$ cat src/rtl/vga_pkg.sv
// Shared VGA timing defaults, framebuffer geometry and pixel/address types.
package vga_pkg;
    localparam int H_ACTIVE_D = 640;
    localparam int H_FP_D     = 16;
    localparam int H_SYNC_D   = 96;
    localparam int H_BP_D     = 48;
    localparam int V_ACTIVE_D = 480;
    localparam int V_FP_D     = 10;
    localparam int V_SYNC_D   = 2;
    localparam int V_BP_D     = 33;

    localparam int H_TOTAL_D = H_ACTIVE_D + H_FP_D + H_SYNC_D + H_BP_D;
    localparam int V_TOTAL_D = V_ACTIVE_D + V_FP_D + V_SYNC_D + V_BP_D;

    localparam int FB_W  = 320;
    localparam int FB_H  = 240;
    localparam int FB_AW = 17;

    typedef logic [11:0]      pixel_t;
    typedef logic [FB_AW-1:0] fb_addr_t;

    // Counter width able to hold 0..total-1.
    function automatic int cnt_width(int total);
        return (total > 1) ? $clog2(total) : 1;
    endfunction
endpackage

$ cat src/rtl/vga_scanout_if.sv
// Framebuffer read port between the scanout engine (master) and the pixel store (slave).
interface vga_scanout_if;
    import vga_pkg::*;

    fb_addr_t o_fb_addr;
    pixel_t   i_fb_pixel;

    modport master (output o_fb_addr, input  i_fb_pixel);
    modport slave  (input  o_fb_addr, output i_fb_pixel);
endinterface

$ cat src/rtl/vga_timing.sv
// Horizontal/vertical counters with raw (undelayed) sync, active and frame-position flags.
module vga_timing
    import vga_pkg::*;
#(
    parameter int H_ACTIVE = H_ACTIVE_D,
    parameter int H_FP     = H_FP_D,
    parameter int H_SYNC   = H_SYNC_D,
    parameter int H_BP     = H_BP_D,
    parameter int V_ACTIVE = V_ACTIVE_D,
    parameter int V_FP     = V_FP_D,
    parameter int V_SYNC   = V_SYNC_D,
    parameter int V_BP     = V_BP_D,
    localparam int HW      = cnt_width(H_ACTIVE + H_FP + H_SYNC + H_BP)
) (
    input  logic          i_clk,
    input  logic          i_rst_n,
    input  logic          i_pix_ce,
    output logic [HW-2:0] o_h_pair,
    output logic          o_hsync,
    output logic          o_vsync,
    output logic          o_active,
    output logic          o_blank_start,
    output logic          o_row_adv,
    output logic          o_frame_wrap
);
    localparam int H_TOTAL = H_ACTIVE + H_FP + H_SYNC + H_BP;
    localparam int V_TOTAL = V_ACTIVE + V_FP + V_SYNC + V_BP;
    localparam int VW      = cnt_width(V_TOTAL);

    localparam logic [HW-1:0] H_LAST   = HW'(H_TOTAL - 1);
    localparam logic [HW-1:0] H_ACT    = HW'(H_ACTIVE);
    localparam logic [HW-1:0] H_ACT_M1 = HW'(H_ACTIVE - 1);
    localparam logic [HW-1:0] HS_START = HW'(H_ACTIVE + H_FP);
    localparam logic [HW-1:0] HS_END   = HW'(H_ACTIVE + H_FP + H_SYNC - 1);
    localparam logic [VW-1:0] V_LAST   = VW'(V_TOTAL - 1);
    localparam logic [VW-1:0] V_ACT    = VW'(V_ACTIVE);
    localparam logic [VW-1:0] VS_START = VW'(V_ACTIVE + V_FP);
    localparam logic [VW-1:0] VS_END   = VW'(V_ACTIVE + V_FP + V_SYNC - 1);

    logic [HW-1:0] h_cnt;
    logic [VW-1:0] v_cnt;

    // NOTE: state registers use non-blocking assignments so every flop samples pre-edge values.
    always_ff @(posedge i_clk or negedge i_rst_n) begin
        if (!i_rst_n) begin
            h_cnt <= '0;
            v_cnt <= '0;
        end else if (i_pix_ce) begin
            if (h_cnt == H_LAST) begin
                h_cnt <= '0;
                v_cnt <= (v_cnt == V_LAST) ? '0 : v_cnt + VW'(1);
            end else begin
                h_cnt <= h_cnt + HW'(1);
            end
        end
    end

    assign o_h_pair      = h_cnt[HW-1:1];
    assign o_hsync       = !((h_cnt >= HS_START) && (h_cnt <= HS_END));
    assign o_vsync       = !((v_cnt >= VS_START) && (v_cnt <= VS_END));
    assign o_active      = (h_cnt < H_ACT) && (v_cnt < V_ACT);
    assign o_blank_start = (h_cnt == '0) && (v_cnt == V_ACT);
    // Row base moves on after the second line of each doubled pair.
    assign o_row_adv     = (h_cnt == H_ACT_M1) && v_cnt[0] && (v_cnt < V_ACT);
    assign o_frame_wrap  = (h_cnt == H_LAST) && (v_cnt == V_LAST);
endmodule

$ cat src/rtl/vga_scanout.sv
// 2x pixel-doubled VGA scanout: address stage, framebuffer read, then aligned colour/sync outputs.
module vga_scanout
    import vga_pkg::*;
#(
    parameter int H_ACTIVE = H_ACTIVE_D,
    parameter int H_FP     = H_FP_D,
    parameter int H_SYNC   = H_SYNC_D,
    parameter int H_BP     = H_BP_D,
    parameter int V_ACTIVE = V_ACTIVE_D,
    parameter int V_FP     = V_FP_D,
    parameter int V_SYNC   = V_SYNC_D,
    parameter int V_BP     = V_BP_D
) (
    input  logic          i_clk,
    input  logic          i_rst_n,
    input  logic          i_pix_ce,
    vga_scanout_if.master fb,
    output logic          o_hsync,
    output logic          o_vsync,
    output logic [3:0]    o_r,
    output logic [3:0]    o_g,
    output logic [3:0]    o_b,
    output logic          o_active,
    output logic          o_frame_done
);
    localparam int HW = cnt_width(H_ACTIVE + H_FP + H_SYNC + H_BP);

    logic [HW-2:0] h_pair;
    logic          raw_hsync, raw_vsync, raw_active, raw_blank_start;
    logic          row_adv, frame_wrap;
    fb_addr_t      row_base, fb_addr;
    logic          hsync_s1, vsync_s1, active_s1, blank_s1;
    pixel_t        colour;

    vga_timing #(
        .H_ACTIVE(H_ACTIVE), .H_FP(H_FP), .H_SYNC(H_SYNC), .H_BP(H_BP),
        .V_ACTIVE(V_ACTIVE), .V_FP(V_FP), .V_SYNC(V_SYNC), .V_BP(V_BP)
    ) u_timing (
        .i_clk        (i_clk),
        .i_rst_n      (i_rst_n),
        .i_pix_ce     (i_pix_ce),
        .o_h_pair     (h_pair),
        .o_hsync      (raw_hsync),
        .o_vsync      (raw_vsync),
        .o_active     (raw_active),
        .o_blank_start(raw_blank_start),
        .o_row_adv    (row_adv),
        .o_frame_wrap (frame_wrap)
    );

    // Stage 1: address and delayed sync/active; address holds through blanking.
    always_ff @(posedge i_clk or negedge i_rst_n) begin
        if (!i_rst_n) begin
            row_base  <= '0;
            fb_addr   <= '0;
            hsync_s1  <= 1'b1;
            vsync_s1  <= 1'b1;
            active_s1 <= 1'b0;
            blank_s1  <= 1'b0;
        end else if (i_pix_ce) begin
            if (raw_active)
                fb_addr <= row_base + fb_addr_t'(h_pair);
            if (frame_wrap)
                row_base <= '0;
            else if (row_adv)
                row_base <= row_base + fb_addr_t'(FB_W);
            hsync_s1  <= raw_hsync;
            vsync_s1  <= raw_vsync;
            active_s1 <= raw_active;
            blank_s1  <= raw_blank_start;
        end
    end

    // Stage 2: colour capture and output sync; frame_done is re-evaluated every clk to stay one clk wide.
    always_ff @(posedge i_clk or negedge i_rst_n) begin
        if (!i_rst_n) begin
            o_hsync      <= 1'b1;
            o_vsync      <= 1'b1;
            o_active     <= 1'b0;
            colour       <= '0;
            o_frame_done <= 1'b0;
        end else begin
            o_frame_done <= i_pix_ce && blank_s1;
            if (i_pix_ce) begin
                o_hsync  <= hsync_s1;
                o_vsync  <= vsync_s1;
                o_active <= active_s1;
                colour   <= active_s1 ? fb.i_fb_pixel : '0;
            end
        end
    end

    assign fb.o_fb_addr    = fb_addr;
    assign {o_r, o_g, o_b} = colour;
endmodule

$ cat src/flat_wrapper.sv
// flat-port wrapper written by rule: the top's interface ports become plain ports
module vga_scanout_flat import vga_pkg::*;
#(
    parameter int H_ACTIVE = H_ACTIVE_D,
    parameter int H_FP     = H_FP_D,
    parameter int H_SYNC   = H_SYNC_D,
    parameter int H_BP     = H_BP_D,
    parameter int V_ACTIVE = V_ACTIVE_D,
    parameter int V_FP     = V_FP_D,
    parameter int V_SYNC   = V_SYNC_D,
    parameter int V_BP     = V_BP_D
)
  (i_clk, i_rst_n, i_pix_ce, o_hsync, o_vsync, o_r, o_g, o_b, o_active, o_frame_done, fb_o_fb_addr, fb_i_fb_pixel);
  vga_scanout_if fb_i ();
  input  logic i_clk;
  input  logic i_rst_n;
  input  logic i_pix_ce;
  output logic o_hsync;
  output logic o_vsync;
  output logic [3:0] o_r;
  output logic [3:0] o_g;
  output logic [3:0] o_b;
  output logic o_active;
  output logic o_frame_done;
  output wire logic [$bits(fb_i.o_fb_addr)-1:0] fb_o_fb_addr;
  input wire logic [$bits(fb_i.i_fb_pixel)-1:0] fb_i_fb_pixel;
  assign fb_o_fb_addr = fb_i.o_fb_addr;
  assign fb_i.i_fb_pixel = fb_i_fb_pixel;
  vga_scanout #(.H_ACTIVE(H_ACTIVE), .H_FP(H_FP), .H_SYNC(H_SYNC), .H_BP(H_BP), .V_ACTIVE(V_ACTIVE), .V_FP(V_FP), .V_SYNC(V_SYNC), .V_BP(V_BP)) u_core (.i_clk(i_clk), .i_rst_n(i_rst_n), .i_pix_ce(i_pix_ce), .fb(fb_i), .o_hsync(o_hsync), .o_vsync(o_vsync), .o_r(o_r), .o_g(o_g), .o_b(o_b), .o_active(o_active), .o_frame_done(o_frame_done));
endmodule
$ cat config.mk
export PLATFORM = sky130hd
export DESIGN_NAME = vga_scanout_flat
export DESIGN_NICKNAME = d
export VERILOG_FILES = /design/src/rtl/vga_pkg.sv /design/src/rtl/vga_scanout_if.sv /design/src/rtl/vga_timing.sv /design/src/rtl/vga_scanout.sv /design/src/flat_wrapper.sv
export SDC_FILE = /design/constraint.sdc
export NUM_CORES = 1
export LEC_CHECK = 0
export CAP_MARGIN = 0
export CORE_AREA = 5 5 82 84
export DETAILED_ROUTE_END_ITERATION = 6
export DIE_AREA = 0 0 87 89
export PLACE_DENSITY = 0.87
export SETUP_SLACK_MARGIN = 0.05
export SLEW_MARGIN = 20
export SYNTH_ARGS = -nofsm -noshare
export SYNTH_HDL_FRONTEND = slang
export SYNTH_SLANG_ARGS = --single-unit
$ cat constraint.sdc
create_clock -name i_clk -period 5.7 [get_ports i_clk]
set_input_delay 1.71 -clock i_clk [delete_from_list [all_inputs] [get_ports i_clk]]
set_output_delay 1.71 -clock i_clk [all_outputs]
set_load 0.02 [all_outputs]
## Word-level counts from Yosys, hierarchy flattened

Index checks and enable logic that the tools add are counted.

- Bits in registers: 74
- Latch bits: 0
- RAM bits: 0
- ROM bits: 0
- Bits of input ports: 15
- Logic and storage cells: 47
- Memories kept: 0

- Add/subtract/negate cells: 4
- $mul: 0
- Divide/modulo/power cells: 0
- $lt $le $gt $ge: 6
- Equality and inequality tests: 4
- Shift-type cells: 0
- Muxes and demuxes: 5
- Bitwise operators: 0
- Reductions and logical operators: 15

Operators by type and width:

| kind | number |
|---|---|
| 17-bit 2-to-1 mux | 2 |
| 10-bit equality test (second input constant) | 3 |
| 10-bit by 1-bit adder with 10-bit output (second input constant) | 2 |
| 10-bit 2-to-1 mux | 2 |
| 17-bit by 9-bit adder with 17-bit output | 1 |
| 17-bit by 9-bit adder with 17-bit output (second input constant) | 1 |
| 12-bit 2-to-1 mux | 1 |
| 10-bit by 9-bit equality test with 1-bit output (second input constant) | 1 |
| 10-bit greater-or-equal comparator (second input constant) | 1 |
| 10-bit by 9-bit greater-or-equal comparator with 1-bit output (second input constant) | 1 |
| 10-bit <= comparator (second input constant) | 1 |
| 10-bit by 9-bit <= comparator with 1-bit output (second input constant) | 1 |
| 10-bit zero test | 1 |
| 10-bit less-than comparator (second input constant) | 1 |
| 10-bit by 9-bit less-than comparator with 1-bit output (second input constant) | 1 |
| 1-bit logical AND | 8 |
| 2-bit AND reduction | 3 |
| 1-bit zero test | 2 |
| 2-bit nonzero test | 1 |

## Longest topological paths before layout

Gate-level depths: netlist (run 1).

- Depth after elaboration: 5
- Depth in mapped cells: 8

## By module

From an unflattened synthesis (run 1), not the netlist that was laid out.

- Cell total of the unflattened synthesis: 341
- Area, all modules: 3528.4 um^2

By module, submodules not included:

| module | instances | cells an instance | area each (um^2) | sequential area each (um^2) |
|---|---|---|---|---|
| vga_scanout | 1 | 209 | 2224.6 | 1206.2 |
| vga_timing | 1 | 132 | 1303.8 | 500.5 |

## Worst setup path before layout (run 1)

OpenSTA, ideal clock, no wires.

- Kind: in2reg
- Start: in i_pix_ce
- End: reg u_core.u_timing.v_cnt[7]
- Setup time: 79 ps
- Arrival: 2814 ps
- Required time: 5621 ps
- Slack: 2807 ps
- Stages: 5
- Buffers on the path: 0
- Cell sequence: nand4_1 > or3_4 > or2_4 > nor2_2 > xor2_1

- Word-level cells in the longest chain between the ends: 1

Ends and longest elaborated chain:

| item | RTL line | source |
|---|---|---|
| start, declared | flat_wrapper.sv:17 | `input logic i_pix_ce;` |
| 2-bit AND reduction (no source line) | -- |  |
| end signal, assigned | vga_timing.sv:51 | `v_cnt <= (v_cnt == V_LAST) ? '0 : v_cnt + VW'(1);` |
| end, declared | vga_timing.sv:41 | `logic [VW-1:0] v_cnt;` |

No other way between the ends.
A chain may end at the register's enable or synchronous reset.

## Worst setup path after layout (run 1)

- Start: in i_pix_ce
- End: reg u_core.row_base[12]

- Word-level cells in the longest chain between the ends: 1

Ends and longest elaborated chain:

| item | RTL line | source |
|---|---|---|
| 2-bit AND reduction (no source line) | -- |  |
| end signal, assigned | vga_scanout.sv:66 | `row_base <= row_base + fb_addr_t'(FB_W);` |
| end, declared | vga_scanout.sv:31 | `fb_addr_t row_base, fb_addr;` |

No other way between the ends.

==> impl_metrics.ini, run 1 <==
[run_status]
status = finished clean

[synth]
synth_ff_type = dfrtp_1
syn_area_mm2 = 0.00332
synthArstFlopShare = 1.00
synth_top_family_by_area = simple AND/OR/NAND/NOR gates
synthSimpleGateAreaFrac = 0.199
synthTopCellsByCount = dfrtp_1, o21ai_0, nand2_1, inv_1, nand3_1
yosysMostFrequentCell = dfrtp_1
synthesis.instances = 331
yosysUniqueCellTypes = 47
synthesis.nets = 355
yosys.area.top_type_share = 0.482
synthAdderAreaFrac = 0.0339
synth.area.top_cells = dfrtp_1, o21ai_0, xor2_1
synth_seq_cells = 68
ys_warn_count = 0
synth_edf_count = 0
synthMuxAreaShare = 0.0301
yosysTopAreaCell = dfrtp_1
synth_xor_area_frac = 0.0712
ys_seq_area_frac = 0.514
synth_compound_area_frac = 0.104
syn_avg_cell_area_um2 = 10.0

[floorplanning]
initial_core_util = 0.568
core_area_mm2 = 0.00585
dieArea_mm2 = 0.00774
die_x_um = 87
rows = 28
pin_count = 48
die_h_um = 89

[critical_path]
r2r_cells = 5
startpoint_type = primary input
crit_path_max_fanout = 11
cp.required_ns = 5.89
worstSetupPathType = in2reg
cp-end-kind = flop
arrival_ns = 4.16

[global_route]
grt_start_max_net_pins = 69
grt_first_pass_wirelength_um = 12400
antenna_found_initial = 0
gr-usage-all-layers = 0.209
grt_pass1_vias = 2556
gr-total-overflow = 0

[power_and_ir_drop]
power.density_mw_per_mm2 = 303
ir_worst_vdd_v = 0.000174
p_leak_nw = 1.75

[timing]
setup_viol = 0
hold_violations = 0
skew_ns = 0.0101
worst_pin_slew_ns = 0.876
finalWorstSetupSlack_ns = 1.74
period_share = 0.695
relSlewSlack = 0.414
fin_tns_setup_ns = 0
rsz0062_at_grt = false
drv_slew = 0
fmax_mhz = 252
period_minus_slack_ns = 3.96

[clocking]
cts.sinks = 68
clk_pin_slew_ns = 0.07
root_buffer = clkbuf_8
post_cts_buffers = 0
clock_latency_ns = 0.34
htreeDepth = 3
cts_hold_buf = 0
cts_tree = done
cts.repair.resized = 0
cts_buffer_depth = 2
cts_buffers = 9

[final_layout]
n_antenna_cell = 0
fin_nets = 398
drive_gt1_frac = 0.103
syn_to_final_growth_pct = 21.2

[drt]
wl_per_cell_um = 15.6
ant_nets = 0
drtIter0Drc = 173
first_pass_iters = 4
drc = 0
routed_wl_um = 7100
vias_per_cell = 5.54
num_vias = 2517

[placed_design]
io_buffers = 47
place_congestion = 0.857
dp_slack_ns = 1.41
dpl.hpwl_um = 4810

[hold_path]
min_path_cells = 2
hp-class = reg2reg

[job]
cap_violations = 0
final cells by class:
class / count / area, um2
inverter: 21 / 78.8
timing repair buffer: 49 / 480
tap: 75 / 93.8
clock inverter: 5 / 77.6
fill: 415 / 1830
multi-input combinational: 225 / 1460
sequential: 68 / 1710
clock buffer: 11 / 131
stage by stage:
stage	utilization	hold WS [ns]	power [W]	area [um2]	std cells
final	0.688	0.485	0.00122	4030	454
after global routing	0.688	0.502	0.00128	4030	454
after CTS	0.688	0.492	0.00123	4030	454
after detailed placement	0.652	0.473	0.000804	3820	438
after global placement	0.652	0.466	0.000798	3820	438
after floorplan	-	0.454	0.000705	3320	331
worst max-delay path, stage by stage:
cell and delay (ns):
clkdlybuf4s50_1 0.70, nand4_1 0.33, nor3_2 0.73, a22oi_2 0.28, o21ai_0 0.25, o21ai_0 0.14
path summary, 6_finish.rpt:
kind / startpoint / end / slack (ns)
worst min register to register: u_core.fb.o_fb_addr[9] / u_core.fb.o_fb_addr[9] / 0.48
worst min-delay path: u_core.fb.o_fb_addr[9] / u_core.fb.o_fb_addr[9] / 0.48
worst max register to register: u_core.u_timing.h_cnt[6] / u_core.row_base[12] / 3.21
min in group asynchronous: i_rst_n / u_core.colour[0] / 1.53
worst max-delay path: i_pix_ce / u_core.row_base[12] / 1.74
max in group asynchronous: i_rst_n / u_core.u_timing.h_cnt[3] / 3.58
state kept, by name, indices dropped and copies added (netlist names):
register               flops
u_core.blank_s1            1
u_core.u_timing.h_cnt     10
u_core.o_frame_done        1
u_core.o_active            1
u_core.active_s1           1
u_core.o_hsync             1
u_core.colour             12
u_core.fb.o_fb_addr       17
u_core.vsync_s1            1
u_core.o_vsync             1
u_core.hsync_s1            1
u_core.row_base           11
u_core.u_timing.v_cnt     10
cell families after synthesis:
| group | count (synthesis) |
|---|---|
| adder cells (fa/ha/maj) | 9 |
| AND/OR/NAND/NOR | 120 |
| XOR/XNOR | 27 |
| multiplexers | 9 |
| buffers and inverters | 38 |
| flip-flops | 68 |
| AO/OA/AOI/OAI | 60 |
metal layers:
layer	part of all wire	global-route usage
met1	0.44	0.278
met4	0.020	0.0992
met3	0.037	0.0304
met2	0.50	0.338
met5	0	0
layout by cell type (no fill, tap or decap), types with 9 or more instances in the layout:
cell / n
clkbuf_8: 9
nand2_1: 32
nand3_1: 21
nor2_1: 16
xor2_1: 14
clkdlybuf4s50_1: 46
o21ai_0: 40
dfrtp_1: 64
ha_1: 9
xnor2_1: 13
inv_1: 21
where the power goes:
part	switching, W	internal, W
combinational	0.000108	0.000104
sequential	0.0000517	0.000531
clock	0.000179	0.000245
Note: power is estimated with default switching activity, not from simulation.
==> run 2: changes to the inputs <==
Settings changed: CORE_AREA 5 5 82 84 to 5 5 85 87, DIE_AREA 0 0 87 89 to 0 0 90 92, PLACE_DENSITY 0.87 to 0.81.
Clock period 5.7 ns to 3.9 ns, I/O delays scaled along.
==> impl_metrics.ini, run 2 (synthesized netlist as in run 1, its figures left out) <==
[drt]
vias_per_cell = 5.54
first_pass_iters = 4
wl_met1_um = 3130
num_vias = 2537
drc = 0
maxUsedRoutingLayer = met4
wl_per_cell_um = 15.7
met3WireLength_um = 435
ant_nets = 0
wl_met2_um = 3470
drtIter0Drc = 179
routed_wl_um = 7170

[critical_path]
max_stage_delay_ns = 0.52
reg2reg_to = u_core.row_base[7]
cp-end-kind = flop
arrival_ns = 3.21
crit_path_max_fanout = 29
cp_cell_sequence = clkdlybuf4s50_1 > nor2b_1 > and2_1 > nand2_1 > buf_4 > o21ai_0
startpoint_type = primary input
cp.required_ns = 4.16
worstSetupPathType = in2reg
r2r_cells = 6
crit_family = simple AND/OR/NAND/NOR gates
slowest_stage = nand2_1
r2r_start = u_core.u_timing.h_cnt[6]
r2r_setup_slack_ns = 1.65
crit_buf_inv = 2

[clocking]
cts_buffer_depth = 2
cts_tree = done
root_buffer = clkbuf_8
clk_pin_slew_ns = 0.07
cts.sinks = 68
htreeDepth = 3
post_cts_buffers = 0
clock_latency_ns = 0.35
cts_hold_buf = 0
cts.repair.resized = 0
cts_buffers = 9

[final_layout]
fin_nets = 400
fill_cells = 479
multi_input_comb_area_mm2 = 0.00146
largest_reg_flops = 17
syn_to_final_growth_pct = 22.9
n_antenna_cell = 0
final_cell_area_mm2 = 0.00408
layout_common_cells = dfrtp_1, clkdlybuf4s50_1, o21ai_0
register_area_mm2 = 0.00171
post-route-util = 0.650
final_common_cell = dfrtp_1
drive_gt1_frac = 0.113

[power_and_ir_drop]
p_clk_frac = 0.380
p_comb_frac = 0.166
power.density_mw_per_mm2 = 461
internal_power_w = 0.00137
p_leak_nw = 1.78
ir_worst_vdd_v = 0.000382
switchingPower_w = 0.000512
p_seq_frac = 0.454
netSwitchingFraction = 0.272

[floorplanning]
die_h_um = 92
pin_count = 48
die_x_um = 90
initial_core_util = 0.529
dieArea_mm2 = 0.00828
core_area_mm2 = 0.00628
rows = 29

[global_route]
grt_pass1_vias = 2502
grt_first_pass_wirelength_um = 12200
gr-usage-all-layers = 0.182
grt_start_max_net_pins = 69
gr-total-overflow = 0
antenna_found_initial = 0

[hold_path]
min_path_cells = 2
hp-class = reg2reg
holdCritStartpoint = u_core.fb.o_fb_addr[15]
holdPathEnd = u_core.fb.o_fb_addr[15]

[timing]
setup_viol = 0
relSlewSlack = 0.421
rsz0062_at_grt = false
fin_tns_setup_ns = 0
period_minus_slack_ns = 2.95
hold_violations = 0
worst_pin_slew_ns = 0.866
drv_slew = 0
fmax_mhz = 339
period_share = 0.757
skew_ns = 0.00484
whs_ns = 0.486

[job]
cap_violations = 0

[placed_design]
dpl.hpwl_um = 4930
io_buffers = 47
postPlaceCellArea_mm2 = 0.00383
place_congestion = 0.852

[run_status]
status = finished clean
run 2: changes by cell type in the layout (fill, tap and decap cells not counted):
cell	before	now
buf_4	2	4
bufinv_16	2	3
clkbuf_1	2	0
clkbuf_8	9	10
clkinv_2	2	1
clkinv_4	0	1
run 2: worst max path at each step:
stage                     startpoint                  endpoint  slack [ns]  cells after the start
after floorplan             i_pix_ce  u_core.u_timing.v_cnt[7]        1.55                      5
after global placement      i_pix_ce    u_core.fb.o_fb_addr[6]        0.73                      5
after detailed placement    i_pix_ce    u_core.fb.o_fb_addr[6]        0.64                      5
after CTS                   i_pix_ce   u_core.fb.o_fb_addr[16]        0.94                      6
after global routing        i_pix_ce   u_core.fb.o_fb_addr[16]        0.79                      6
final                       i_pix_ce   u_core.fb.o_fb_addr[16]        0.95                      6
run 2: power by group through the flow:
stage / combinational, W / sequential, W / clock, W
floorplan: 0.000144 / 0.000887 / 0
global placement: 0.000309 / 0.000862 / 0
detailed placement: 0.000314 / 0.000867 / 0
CTS: 0.000316 / 0.000854 / 0.000723
global route: 0.000342 / 0.000868 / 0.000761
finish: 0.000313 / 0.000854 / 0.000714
run 2: worst reg2reg max path: stages, from the launching register on:
cell      delay, ns
dfrtp_1        0.46
or4b_4         0.61
nor3_2         0.33
buf_4          0.24
and2_1         0.26
nand3b_1       0.14
o21ai_0        0.09
run 2: area by class of cell:
| type | instances | share of cell area |
|---|---|---|
| Clock buffer | 10 | 0.0337 |
| Tap cell | 77 | 0.0236 |
| Timing Repair Buffer | 51 | 0.121 |
| Sequential cell | 68 | 0.418 |
| Clock inverter | 6 | 0.0273 |
| Multi-Input combinational cell | 225 | 0.357 |
| Inverter | 21 | 0.0193 |
run 2: through the flow:
stage | std cells | power [W] | setup WS, ns
3_3_place_gp | 442 | 0.00117 | 0.729
2_1_floorplan | 331 | 0.00103 | 1.55
3_5_place_dp | 442 | 0.00118 | 0.643
5_1_grt | 458 | 0.00197 | 0.790
6_report | 458 | 0.00188 | 0.948
4_1_cts | 458 | 0.00189 | 0.939
run 2: metal layers:
metal | track usage | vias to the layer above
li1 | - | 1230
met1 | 0.230 | 1214
met2 | 0.299 | 80
met3 | 0.0507 | 13
met4 | 0.0682 | 0
met5 | 0 | -
==> run 3: changes to the inputs <==
Settings changed: CORE_AREA 5 5 85 87 to 5 5 89 91, DIE_AREA 0 0 90 92 to 0 0 94 96, PLACE_DENSITY 0.81 to 0.78.
Clock period 3.9 ns to 2.4 ns, I/O delays scaled along.
==> impl_metrics.ini, run 3 (synthesized netlist as in run 1, its figures left out) <==
[run_status]
status = finished clean

[clocking]
cts.sinks = 68
cts_tree = done
cts_hold_buf = 0
cts.repair.resized = 0
clk_pin_slew_ns = 0.07
cts_buffer_depth = 2
clock_latency_ns = 0.34
cts_buffers = 9
htreeDepth = 3
post_cts_buffers = 0
root_buffer = clkbuf_8

[drt]
first_pass_iters = 4
num_vias = 2519
routed_wl_um = 6880
ant_nets = 0
drtIter0Drc = 149
wl_per_cell_um = 14.0
drc = 0
vias_per_cell = 5.12

[critical_path]
reg2reg_to = u_core.u_timing.v_cnt[8]
arrival_ns = 1.48
slowest_stage = clkdlybuf4s50_1
cp.required_ns = 1.68
max_stage_delay_ns = 0.61
cp_cell_sequence = clkdlybuf4s50_1
r2r_setup_slack_ns = 0.40
r2r_cells = 6
startpoint_type = flop
worstSetupPathType = reg2out
r2r_start = u_core.u_timing.h_cnt[6]
crit_buf_inv = 1
cp-end-kind = output pin
crit_family = buffers and inverters
crit_path_max_fanout = 2

[timing]
fmax_mhz = 454
whs_ns = 0.215
setup_viol = 0
skew_ns = 0.00814
rsz0062_at_grt = false
worst_pin_slew_ns = 0.671
hold_violations = 0
period_share = 0.918
period_minus_slack_ns = 2.20
relSlewSlack = 0.548
drv_slew = 0

[final_layout]
syn_to_final_growth_pct = 25.8
largest_reg_flops = 17
layout_common_cells = dfrtp_1, clkdlybuf4s50_1, o21ai_0
final_common_cell = dfrtp_1
fin_cells = 492
final_cell_area_mm2 = 0.00418
fill_cells = 584
post-route-util = 0.592
fin_nets = 412
n_antenna_cell = 0
drive_gt1_frac = 0.137

[floorplanning]
pin_count = 48
core_area_mm2 = 0.00706
die_h_um = 96
rows = 31
dieArea_mm2 = 0.00902
die_x_um = 94
initial_core_util = 0.470

[global_route]
gr-total-overflow = 0
antenna_found_initial = 0
grt_first_pass_wirelength_um = 12000
grt_pass1_vias = 2627
gr-usage-all-layers = 0.168
grt_start_max_net_pins = 39

[power_and_ir_drop]
ir_worst_vdd_v = 0.000322
power.density_mw_per_mm2 = 690
p_leak_nw = 1.83

[hold_path]
hp-class = in2async

[placed_design]
placed_cells = 476
dpl.hpwl_um = 4810
postPlaceCellArea_mm2 = 0.00398
io_buffers = 47
place_congestion = 0.854

[job]
cap_violations = 0
run 3: cell count changes in the layout (fill, tap and decap cells not counted):
| cell | previous run | this run |
|---|---|---|
| bufinv_16 | 3 | 1 |
| clkinv_4 | 1 | 0 |
| buf_12 | 0 | 2 |
| clkbuf_8 | 10 | 11 |
| clkinv_2 | 1 | 2 |
| buf_4 | 4 | 14 |
| clkbuf_1 | 0 | 1 |
run 3: worst max-delay path by stage:
| stage | depth (start not counted) | endpoint | start |
|---|---|---|---|
| after floorplan | 5 | u_core.u_timing.v_cnt[7] | i_pix_ce |
| after global placement | 6 | u_core.u_timing.v_cnt[7] | i_pix_ce |
| after detailed placement | 6 | u_core.u_timing.v_cnt[7] | i_pix_ce |
| after CTS | 1 | o_hsync | u_core.o_hsync |
| after global routing | 1 | o_hsync | u_core.o_hsync |
| final | 1 | o_hsync | u_core.o_hsync |
run 3: stage by stage:
stage	setup WS (ns)	total power, W	TNS (ns)
floorplan	0.497	0.00167	0
global placement	-0.0296	0.00193	-0.0688
detailed placement	-0.0806	0.00195	-0.316
CTS	0.170	0.00292	0
global route	0.137	0.00302	0
finish	0.198	0.00288	0
run 3: cell type report:
class | instances | area (um2) | area share
well taps | 99 | 124 | 0.0296
repair buffers | 63 | 611 | 0.146
clock buffers | 12 | 155 | 0.0371
inverters | 21 | 78.8 | 0.0189
clock inverters | 4 | 47.5 | 0.0114
flip-flops and latches | 68 | 1710 | 0.408
multi-input cells | 225 | 1460 | 0.349
run 3: metal layers:
| layer | global-route usage | wire (um) | vias to the layer above |
|---|---|---|---|
| met2 | 0.273 | 3300 | 63 |
| met4 | 0.0710 | 93 | 0 |
| met3 | 0.0563 | 402 | 13 |
| met5 | 0 | 0 | - |
| met1 | 0.207 | 3090 | 1193 |
| li1 | - | - | 1250 |
run 3: report_power, final:
part	internal (W)	switching, W
logic	0.000279	0.000290
registers	0.00126	0.0000972
clock network	0.000533	0.000421
